[src/rtl/arm_ctrl_pkg.sv]
`default_nettype none
// ============================================================================
// arm_ctrl_pkg : shared encodings for the ARM multicycle control unit
// Revision     : 1.0
// ============================================================================
package arm_ctrl_pkg;

    typedef enum logic [3:0] {
        S_START  = 4'd0,
        S_FETCH  = 4'd1,
        S_DECODE = 4'd2,
        S_MEMADR = 4'd3,
        S_MEMRD  = 4'd4,
        S_MEMWB  = 4'd5,
        S_MEMWR  = 4'd6,
        S_EXECR  = 4'd7,
        S_EXECI  = 4'd8,
        S_ALUWB  = 4'd9,
        S_BRANCH = 4'd10,
        S_FAULT  = 4'd11
    } state_t;

    localparam logic [1:0] ALU_ADD = 2'b00;
    localparam logic [1:0] ALU_SUB = 2'b01;
    localparam logic [1:0] ALU_AND = 2'b10;
    localparam logic [1:0] ALU_ORR = 2'b11;

    localparam logic [1:0] IMM_DP     = 2'b00;
    localparam logic [1:0] IMM_MEM    = 2'b01;
    localparam logic [1:0] IMM_BRANCH = 2'b10;

    localparam logic [1:0] OP_DP     = 2'b00;
    localparam logic [1:0] OP_MEM    = 2'b01;
    localparam logic [1:0] OP_BRANCH = 2'b10;

    localparam logic [3:0] CMD_AND = 4'b0000;
    localparam logic [3:0] CMD_SUB = 4'b0010;
    localparam logic [3:0] CMD_ADD = 4'b0100;
    localparam logic [3:0] CMD_CMP = 4'b1010;
    localparam logic [3:0] CMD_ORR = 4'b1100;

    localparam logic [3:0] COND_EQ = 4'b0000;
    localparam logic [3:0] COND_NE = 4'b0001;
    localparam logic [3:0] COND_CS = 4'b0010;
    localparam logic [3:0] COND_CC = 4'b0011;
    localparam logic [3:0] COND_MI = 4'b0100;
    localparam logic [3:0] COND_PL = 4'b0101;
    localparam logic [3:0] COND_VS = 4'b0110;
    localparam logic [3:0] COND_VC = 4'b0111;
    localparam logic [3:0] COND_HI = 4'b1000;
    localparam logic [3:0] COND_LS = 4'b1001;
    localparam logic [3:0] COND_GE = 4'b1010;
    localparam logic [3:0] COND_LT = 4'b1011;
    localparam logic [3:0] COND_GT = 4'b1100;
    localparam logic [3:0] COND_LE = 4'b1101;
    localparam logic [3:0] COND_AL = 4'b1110;

    function automatic logic cmd_supported(input logic [3:0] cmd);
        return (cmd == CMD_ADD) || (cmd == CMD_SUB) || (cmd == CMD_CMP) ||
               (cmd == CMD_AND) || (cmd == CMD_ORR);
    endfunction

    function automatic logic [1:0] alu_decode(input logic [3:0] cmd);
        logic [1:0] ctl;
        case (cmd)
            CMD_SUB, CMD_CMP: ctl = ALU_SUB;
            CMD_AND:          ctl = ALU_AND;
            CMD_ORR:          ctl = ALU_ORR;
            default:          ctl = ALU_ADD;
        endcase
        return ctl;
    endfunction

endpackage
`default_nettype wire

[src/rtl/arm_cond_check.sv]
`default_nettype none
// ============================================================================
// arm_cond_check : evaluates an ARM condition field against stored NZCV flags
// Revision       : 1.0
// ============================================================================
module arm_cond_check
    import arm_ctrl_pkg::*;
(
    input  logic [3:0] cond,
    input  logic [3:0] flags,
    output logic       pass
);

    logic w_n, w_z, w_c, w_v;
    assign {w_n, w_z, w_c, w_v} = flags;

    always_comb begin
        pass = 1'b0;
        case (cond)
            COND_EQ: pass = w_z;
            COND_NE: pass = !w_z;
            COND_CS: pass = w_c;
            COND_CC: pass = !w_c;
            COND_MI: pass = w_n;
            COND_PL: pass = !w_n;
            COND_VS: pass = w_v;
            COND_VC: pass = !w_v;
            COND_HI: pass = w_c && !w_z;
            COND_LS: pass = !w_c || w_z;
            COND_GE: pass = (w_n == w_v);
            COND_LT: pass = (w_n != w_v);
            COND_GT: pass = !w_z && (w_n == w_v);
            COND_LE: pass = w_z || (w_n != w_v);
            COND_AL: pass = 1'b1;
            default: pass = 1'b0;   // 1111 is reserved and never executes
        endcase
    end

endmodule
`default_nettype wire

[src/rtl/arm_mc_controller.sv]
`default_nettype none
// ============================================================================
// arm_mc_controller : multicycle ARM control FSM with memory wait timeout
// Option ARM_COND_EXEC_EN adds conditional execution and the flags_q register.
// Revision          : 1.0
// ============================================================================
module arm_mc_controller
    import arm_ctrl_pkg::*;
#(
    parameter int WAIT_MAX = 15
) (
    input  logic        clk,
    input  logic        rst,
    input  logic [31:0] Instruction,
    input  logic [3:0]  ALUFlags,
    input  logic        mem_ready,
    output logic [1:0]  RegSource,
    output logic        RegWrite,
    output logic [1:0]  ImmediateSource,
    output logic        ALUSrc,
    output logic [1:0]  ALUControl,
    output logic        MemtoReg,
    output logic        PCSource,
    output logic        IRWrite,
    output logic        PCWrite,
    output logic        MemRead,
    output logic        MemWrite,
    output logic        fault,
    output logic [3:0]  flags_q
);

    localparam int c_wait_w = $clog2(WAIT_MAX + 1);

    state_t              r_state, w_state_next;
    logic [c_wait_w-1:0] r_wait;
    logic [1:0]          w_op;
    logic [3:0]          w_cmd;
    logic                w_cond_pass;
    logic                w_in_wait_state;
    logic                w_wait_expired;
    logic                w_unused;

    assign w_op  = Instruction[27:26];
    assign w_cmd = Instruction[24:21];

`ifdef ARM_COND_EXEC_EN
    logic [3:0] r_flags;

    arm_cond_check u_cond_check (
        .cond  (Instruction[31:28]),
        .flags (r_flags),
        .pass  (w_cond_pass)
    );

    always_ff @(posedge clk or negedge rst) begin
        if (!rst) begin
            r_flags <= 4'b0;
        end else if (r_state == S_ALUWB && Instruction[20] && w_op == OP_DP) begin
            r_flags <= ALUFlags;
        end
    end

    assign flags_q  = r_flags;
    assign w_unused = ^Instruction[19:0];
`else
    assign w_cond_pass = 1'b1;
    assign flags_q     = 4'b0;
    assign w_unused    = ^{Instruction[31:28], Instruction[19:0], ALUFlags};
`endif

    assign w_in_wait_state = (r_state == S_FETCH) || (r_state == S_MEMRD) ||
                             (r_state == S_MEMWR);
    // The cycle that would push the count to WAIT_MAX faults only if memory is still not ready.
    assign w_wait_expired  = !mem_ready && (r_wait == c_wait_w'(WAIT_MAX - 1));

    always_ff @(posedge clk or negedge rst) begin
        if (!rst) begin
            r_state <= S_START;
        end else begin
            r_state <= w_state_next;
        end
    end

    always_ff @(posedge clk or negedge rst) begin
        if (!rst) begin
            r_wait <= '0;
        end else if (w_state_next != r_state) begin
            r_wait <= '0;
        end else if (w_in_wait_state && !mem_ready) begin
            r_wait <= r_wait + 1'b1;
        end
    end

    always_ff @(posedge clk or negedge rst) begin
        if (!rst) begin
            fault <= 1'b0;
        end else if (w_state_next == S_FAULT) begin
            fault <= 1'b1;
        end
    end

    always_comb begin
        w_state_next    = r_state;
        RegSource       = 2'b00;
        RegWrite        = 1'b0;
        ImmediateSource = IMM_DP;
        ALUSrc          = 1'b0;
        ALUControl      = ALU_ADD;
        MemtoReg        = 1'b0;
        PCSource        = 1'b0;
        IRWrite         = 1'b0;
        PCWrite         = 1'b0;
        MemRead         = 1'b0;
        MemWrite        = 1'b0;

        case (r_state)
            S_START: w_state_next = S_FETCH;
            S_FETCH: begin
                MemRead = 1'b1;
                if (mem_ready) begin
                    IRWrite      = 1'b1;
                    PCWrite      = 1'b1;
                    w_state_next = S_DECODE;
                end else if (w_wait_expired) begin
                    w_state_next = S_FAULT;
                end
            end
            S_DECODE: begin
                RegSource = {w_op == OP_MEM, w_op == OP_BRANCH};
                if (!w_cond_pass) begin
                    w_state_next = S_FETCH;
                end else begin
                    case (w_op)
                        OP_DP: begin
                            if (!cmd_supported(w_cmd))  w_state_next = S_FETCH;
                            else if (Instruction[25])   w_state_next = S_EXECI;
                            else                        w_state_next = S_EXECR;
                        end
                        OP_MEM:    w_state_next = S_MEMADR;
                        OP_BRANCH: w_state_next = S_BRANCH;
                        default:   w_state_next = S_FETCH;
                    endcase
                end
            end
            S_EXECR: begin
                ALUControl   = alu_decode(w_cmd);
                w_state_next = S_ALUWB;
            end
            S_EXECI: begin
                ALUSrc       = 1'b1;
                ALUControl   = alu_decode(w_cmd);
                w_state_next = S_ALUWB;
            end
            S_ALUWB: begin
                RegWrite     = (w_cmd != CMD_CMP);
                w_state_next = S_FETCH;
            end
            S_MEMADR: begin
                ALUSrc          = 1'b1;
                ImmediateSource = IMM_MEM;
                w_state_next    = Instruction[20] ? S_MEMRD : S_MEMWR;
            end
            S_MEMRD: begin
                MemRead = 1'b1;
                if (mem_ready)           w_state_next = S_MEMWB;
                else if (w_wait_expired) w_state_next = S_FAULT;
            end
            S_MEMWB: begin
                RegWrite     = 1'b1;
                MemtoReg     = 1'b1;
                w_state_next = S_FETCH;
            end
            S_MEMWR: begin
                MemWrite = 1'b1;
                if (mem_ready)           w_state_next = S_FETCH;
                else if (w_wait_expired) w_state_next = S_FAULT;
            end
            S_BRANCH: begin
                ImmediateSource = IMM_BRANCH;
                ALUSrc          = 1'b1;
                PCSource        = 1'b1;
                PCWrite         = 1'b1;
                w_state_next    = S_FETCH;
            end
            S_FAULT: w_state_next = S_FAULT;
            default: w_state_next = S_START;
        endcase
    end

endmodule
`default_nettype wire
[config.mk]
export PLATFORM = sky130hd
export DESIGN_NAME = arm_mc_controller
export DESIGN_NICKNAME = d
export VERILOG_FILES = /design/src/rtl/arm_ctrl_pkg.sv /design/src/rtl/arm_cond_check.sv /design/src/rtl/arm_mc_controller.sv
export SDC_FILE = /design/constraint.sdc
export NUM_CORES = 1
export LEC_CHECK = 0
export CAP_MARGIN = 30
export CORE_MARGIN = 4
export CORE_UTILIZATION = 42
export CTS_BUF_LIST = sky130_fd_sc_hd__clkbuf_8
export CTS_CLUSTER_SIZE = 25
export DETAILED_ROUTE_END_ITERATION = 10
export PLACE_DENSITY = 0.87
export SYNTH_ARGS = -nofsm -noshare
export SYNTH_HDL_FRONTEND = slang
export SYNTH_SLANG_ARGS = --single-unit
[constraint.sdc]
create_clock -name clk -period 4.45 [get_ports clk]
set_clock_uncertainty 0.15 [all_clocks]
set_input_delay 0.89 -clock clk [delete_from_list [all_inputs] [get_ports clk]]
set_output_delay 0.89 -clock clk [all_outputs]
set_load 0.1 [all_outputs]
==> metrics.csv, run 1 <==
metric;value;unit
outcome;finished clean;
drive_gt1_frac;0.1224;
drt-total-wl;2.480;mm
async_flop_share;1.000;
cp.arrival;2430;ps
hold_buffers;0;
drtIter0Drc;31;
grt_max_degree;15;
clock.fmax;287.8;MHz
required;3410;ps
root_buffer;clkbuf_8;
drc;0;
seq_area;225.2;um2
yosys_most_used_dff;dfrtp_1;
dr.pass1.iters;4;
final_antenna_net_count;0;
avgSynthCellArea;8.068;um2
hpwlAfterDp;1.973;mm
fin_tns_setup;0;ps
ctsLongestPathBuffers;2;
worstSetupPathType;reg2out;
cp_slowest_cell;clkdlybuf4s50_1;
clk_latency;230;ps
finalSetupViolCount;0;
maxSlewViolCount;0;
post_cts_buffers;0;
grt_pass1_vias;936;
final_net_count;193;
wl_per_cell;14.17;um
clk_pin_slew;40;ps
rows;17;
max-slew-margin-rel;0.3526;
postCtsResizedCells;0;
synth-seq-cells;9;
io_pins;58;
yosys.area.top_type;dfrtp_1;
synth-edff-count;0;
gr-usage-all-layers;0.1531;
grt_overflow;0;
yosysMostFrequentCell;inv_1;
yosysTopAreaCellShare;0.2233;
num-fill-cells;216;
start_util;0.4473;
chipWidth;57;um
multi_input_area;698.2;um2
fp.dieH;57;um
hold_path_class;reg2reg;
p_per_area;737.7;mW/mm2
grt_pass1_wl;4.119;mm
startpoint_type;flip-flop;
place.gp.congestion;0.9022;
synthCells;125;
routed-via-count;961;
rsz0062_at_grt;no;
synthTopCellsByCount;10 x inv_1, 9 x dfrtp_1, 9 x nand2_1, 9 x nor2_1;
clock_sinks;9;
antenna_found_initial;0;
critPathCaptureType;output port;
dp_slack;991.2;ps
synth_cell_types;46;
syn_to_final_growth;26.30;%
min_period_over_period;0.7808;
hold_viol_final;0;
vdd_drop_max;0.0005291;V
cts_tree;done;
cts_buffers;3;
min_period;3474;ps
yosys_warnings;0;
cap_violations;0;
netlist_area;0.001008;mm2
cts_max_level;1;
vias_per_cell;5.491;
seq_area_frac_synth;0.2233;
setup_ws;975.7;ps
antennaDiodeCount;0;
worst-slew-pin-transition;968.0;ps
core;0.002255;mm2
port_buffers;25;
leakagePower;0.0005499;uW
slowest_delay;1150;ps
crit_chain;nand2b_1 -> nor2_1 -> clkdlybuf4s50_1;
die_area;0.003249;mm2
yosys-top-cells-area;dfrtp_1 22%, ha_1 7.4%, buf_4 3.7%;
path_max_fanout;14;
-- metrics by stage --
stage / std cells / utilization / cell area [um2] / total power, uW / hold slack, ps
after detailed placement: 171 / 0.5450 / 1229 / 847.6 / 349.2
final: 175 / 0.5649 / 1274 / 939.6 / 345.5
after CTS: 175 / 0.5649 / 1274 / 940.8 / 361.9
after global placement: 171 / 0.5450 / 1229 / 831.8 / 319.9
after global routing: 175 / 0.5649 / 1274 / 991.3 / 386.6
after floorplan: 128 / - / 1020 / 712.2 / 416.4
-- worst max-delay path: cells and delay by family, from the launching register on --
kind                   cells  cell delay [ps]
buffers and inverters      1             1150
flip-flops                 1              640
AND/OR/NAND/NOR            2              410
-- metal layers --
metal	global-route usage	wire length [um]	up-vias	part of all wire
li1	-	-	479	-
met1	0.2047	1123	445	0.45
met2	0.2512	1184	31	0.48
met3	0.006787	127	6	0.051
met4	0.07616	44	0	0.018
met5	0	0	-	0
-- layout by cell type (no fill, tap or decap), drive strengths merged, types with 4 or more instances in the layout --
cell type / count
xnor2: 4
nand2: 10
a21oi: 6
conb: 4
nand2b: 6
clkdlybuf4s50: 18
nor4: 5
dfrtp: 9
nor2: 9
nor3: 4
o21ai: 6
buf: 7
inv: 11
ha: 6
-- area by class of cell --
class,instances,share of cell area
multi-input combinational,99,0.5481
clock inverter,1,0.002947
inverter,10,0.02947
clock buffer,3,0.03242
sequential,9,0.1768
tap,28,0.02750
timing repair buffer,25,0.1827
-- logic make-up (layout without fill, tap and decap cells) --
group | after synthesis | after routing | synth area share
compound gates | 29 | 29 | 0.2097
xor+xnor | 5 | 5 | 0.04342
simple gates | 50 | 50 | 0.2941
flops | 9 | 9 | 0.2233
fa+ha+maj | 6 | 6 | 0.07444
mux | 5 | 5 | 0.05583
buf+inv | 20 | 39 | 0.09554
other cells | 1 | 4 | 0.003719
-- registers in the layout, indices dropped and copies added, names as in the netlist --
name / flops
fault: 1
r_wait: 4
r_state: 4
-- report_power, final --
group | total (uW) | leakage [uW] | internal [uW] | switching, uW
clock network | 88.5 | 0.0000269 | 59.7 | 28.8
logic | 682 | 0.000403 | 197 | 485
registers | 169 | 0.000120 | 103 | 65.9
-- final timing paths --
path                            start          to  slack (ps)  depth (start not counted)
setup / recovery           r_state[3]    PCSource         980                          3
hold reg to reg                 fault       fault         350                          1
hold / removal                  fault       fault         350                          1
max in group asynchronous         rst  r_state[2]        3090                          1
setup reg to reg           r_state[0]   r_wait[2]        1960                          6
min in group asynchronous         rst   r_wait[3]         790                          1
(Power assumes the default switching activity.)
==> run 2: changes to the inputs <==
--- a/config.mk
+++ b/config.mk
@@ -7,11 +7,11 @@
 export LEC_CHECK = 0
 export CAP_MARGIN = 30
 export CORE_MARGIN = 4
-export CORE_UTILIZATION = 42
+export CORE_UTILIZATION = 39
 export CTS_BUF_LIST = sky130_fd_sc_hd__clkbuf_8
 export CTS_CLUSTER_SIZE = 25
 export DETAILED_ROUTE_END_ITERATION = 10
-export PLACE_DENSITY = 0.87
+export PLACE_DENSITY = 0.82
 export SYNTH_ARGS = -nofsm -noshare
 export SYNTH_HDL_FRONTEND = slang
 export SYNTH_SLANG_ARGS = --single-unit
==> constraint.sdc (replaced) <==
create_clock -name clk -period 3.3 [get_ports clk]
set_clock_uncertainty 0.15 [all_clocks]
set_input_delay 0.66 -clock clk [delete_from_list [all_inputs] [get_ports clk]]
set_output_delay 0.66 -clock clk [all_outputs]
set_load 0.1 [all_outputs]
==> run 2 against run 1 <==
Cell area is 7.1% higher. Sequential share of layout area fell by 1.2 points. Largest power group unchanged. Clock-buffer cell count unchanged.
==> metrics.csv, run 2 (synthesized netlist as in run 1, its figures left out) <==
metric;value;unit;change
vias_per_cell;5.444;;-0.87%
r2r-start;r_state[0];;
routed.top_layer;met4;;
p_per_area;971.5;mW/mm2;+32%
critPathCaptureType;output port;;
required;2490;ps;-920 ps
cp.arrival;2020;ps;-410 ps
path_max_fanout;14;;unchanged
reg_top3;r_state (4), r_wait (4), fault (1);;
io_pins;58;;unchanged
worstSetupPathType;reg2out;;
rows;18;;+1
hpwlAfterDp;2.032;mm;+3.0%
start_util;0.4071;;-0.04021
hold_path_depth;1;;unchanged
min_period_over_period;0.8577;;
max-slew-margin-rel;0.6430;;+0.2904
dr.pass1.iters;4;;unchanged
met1Wirelength;1.118;mm;-0.45%
final_antenna_net_count;0;;unchanged
root_buffer;clkbuf_8;;
route.met2.wl;1.186;mm;+0.17%
hold_path_class;reg2reg;;
layout_commonest_cell;inv_1;;
worstHoldStart;fault;;
drt-total-wl;2.477;mm;-0.12%
grt_max_degree;15;;unchanged
maxSlewViolCount;0;;unchanged
postCtsResizedCells;0;;unchanged
drc;0;;unchanged
clk_latency;230;ps;about the same
gr-usage-all-layers;0.1548;;+0.001732
min_period;2830;ps;
core;0.002477;mm2;+9.9%
dp_slack;254.7;ps;-736.5 ps
syn_to_final_growth;35.24;%;
grt_pass1_vias;947;;+1.2%
vdd_drop_max;0.0008638;V;+63%
fin_util;0.5505;;-0.01442
final_cell_mix;11 x inv_1, 10 x clkdlybuf4s50_1, 9 x nand2_1, 9 x dfrtp_1, 9 x buf_4;;
ctsLongestPathBuffers;2;;unchanged
cp_slowest_cell;dfrtp_1;;
hold_buffers;0;;unchanged
antenna_found_initial;0;;unchanged
crit_chain;nand2b_1 -> nor3_1 -> o21bai_1 -> nor3_2 -> buf_12;;
drtIter0Drc;20;;-35%
clock_sinks;9;;unchanged
cap_violations;0;;unchanged
outcome;finished clean;;
hold_end;fault;;
startpoint_type;flip-flop;;
r2r_cells;6;;unchanged
cts_buffers;3;;unchanged
grt_pass1_wl;4.229;mm;+2.7%
place.gp.congestion;0.9188;;+1.8%
clock.fmax;353.3;MHz;
grt_overflow;0;;unchanged
hold_viol_final;0;;unchanged
setup_ws;469.5;ps;-506.1 ps
rsz0062_at_grt;no;;
p_total;1325;uW;+41%
die_area;0.003463;mm2;+6.6%
cts_tree;done;;
routed-via-count;969;;+0.83%
clk_pin_slew;40;ps;about the same
worstReg2RegEnd;r_wait[3];;
antennaDiodeCount;0;;unchanged
port_buffers;25;;unchanged
slowest_delay;650;ps;-500 ps
wl_met3;127;um;unchanged
wl_per_cell;13.92;um;-1.8%
fin_tns_setup;0;ps;unchanged
fp.dieH;58.85;um;+3.2%
timing.hold.ws;348.6;ps;+3.032 ps
leakagePower;0.0005918;uW;+7.6%
cts_max_level;1;;unchanged
drive_gt1_frac;0.2027;;+0.08025
finalSetupViolCount;0;;unchanged
chipWidth;58.85;um;+3.2%
worst-slew-pin-transition;535.5;ps;-432.6 ps
r2r_slack;750;ps;-1210 ps
post_cts_buffers;0;;unchanged
final_net_count;194;;+0.52%
run 2: cell types whose count changed in the layout (fill, tap and decap cells not counted):
cell,change
nor2_2,+1
nor2_1,-1
nor3_1,-2
o21ai_0,-1
buf_4,+2
buf_12,+7
nor3_2,+2
o21ai_1,+1
clkdlybuf4s50_1,-8
run 2: worst max path at each step:
stage / cells after the start / endpoint / slack (ps) / start
5_1_grt: 7 / r_wait[3] / 260 / Instruction[23]
3_5_place_dp: 7 / r_wait[1] / 250 / Instruction[23]
6_report: 5 / ALUControl[1] / 470 / r_state[3]
3_3_place_gp: 7 / r_wait[0] / 360 / Instruction[24]
4_1_cts: 5 / ALUControl[1] / 490 / r_state[3]
2_1_floorplan: 5 / ALUControl[0] / 60 / r_state[2]
run 2: power breakdown:
| part | switching [uW] | total [uW] | internal, uW |
|---|---|---|---|
| clock network | 38.7 | 119 | 80.5 |
| logic | 670 | 976 | 306 |
| registers | 90.9 | 230 | 139 |
run 2: worst max-delay path: cells and delay by family, from the launching register on:
family                 cells  cell delay [ps]
AO/OA/AOI/OAI              1              150
AND/OR/NAND/NOR            3              780
buffers and inverters      1              210
flip-flops                 1              650
run 2: stage by stage:
stage	area (um2)	std cells
3_3_place_gp	1319	174
4_1_cts	1364	178
5_1_grt	1364	178
3_5_place_dp	1319	174
6_report	1364	178
2_1_floorplan	1032	128
run 2: routing by layer:
metal  global-route usage  vias up
li1                     -      483
met1               0.2119      455
met2               0.2350       26
met3              0.02412        5
met4              0.07767        0
met5                    0        -
run 2: final cells by class:
type / instances / area, um2
Clock inverter: 1 / 3.754
Sequential cell: 9 / 225.2
Multi-Input combinational cell: 99 / 710.7
Inverter: 10 / 37.54
Timing Repair Buffer: 26 / 307.8
Tap cell: 30 / 37.54
Clock buffer: 3 / 41.29
Fill cell: 236 / 1114
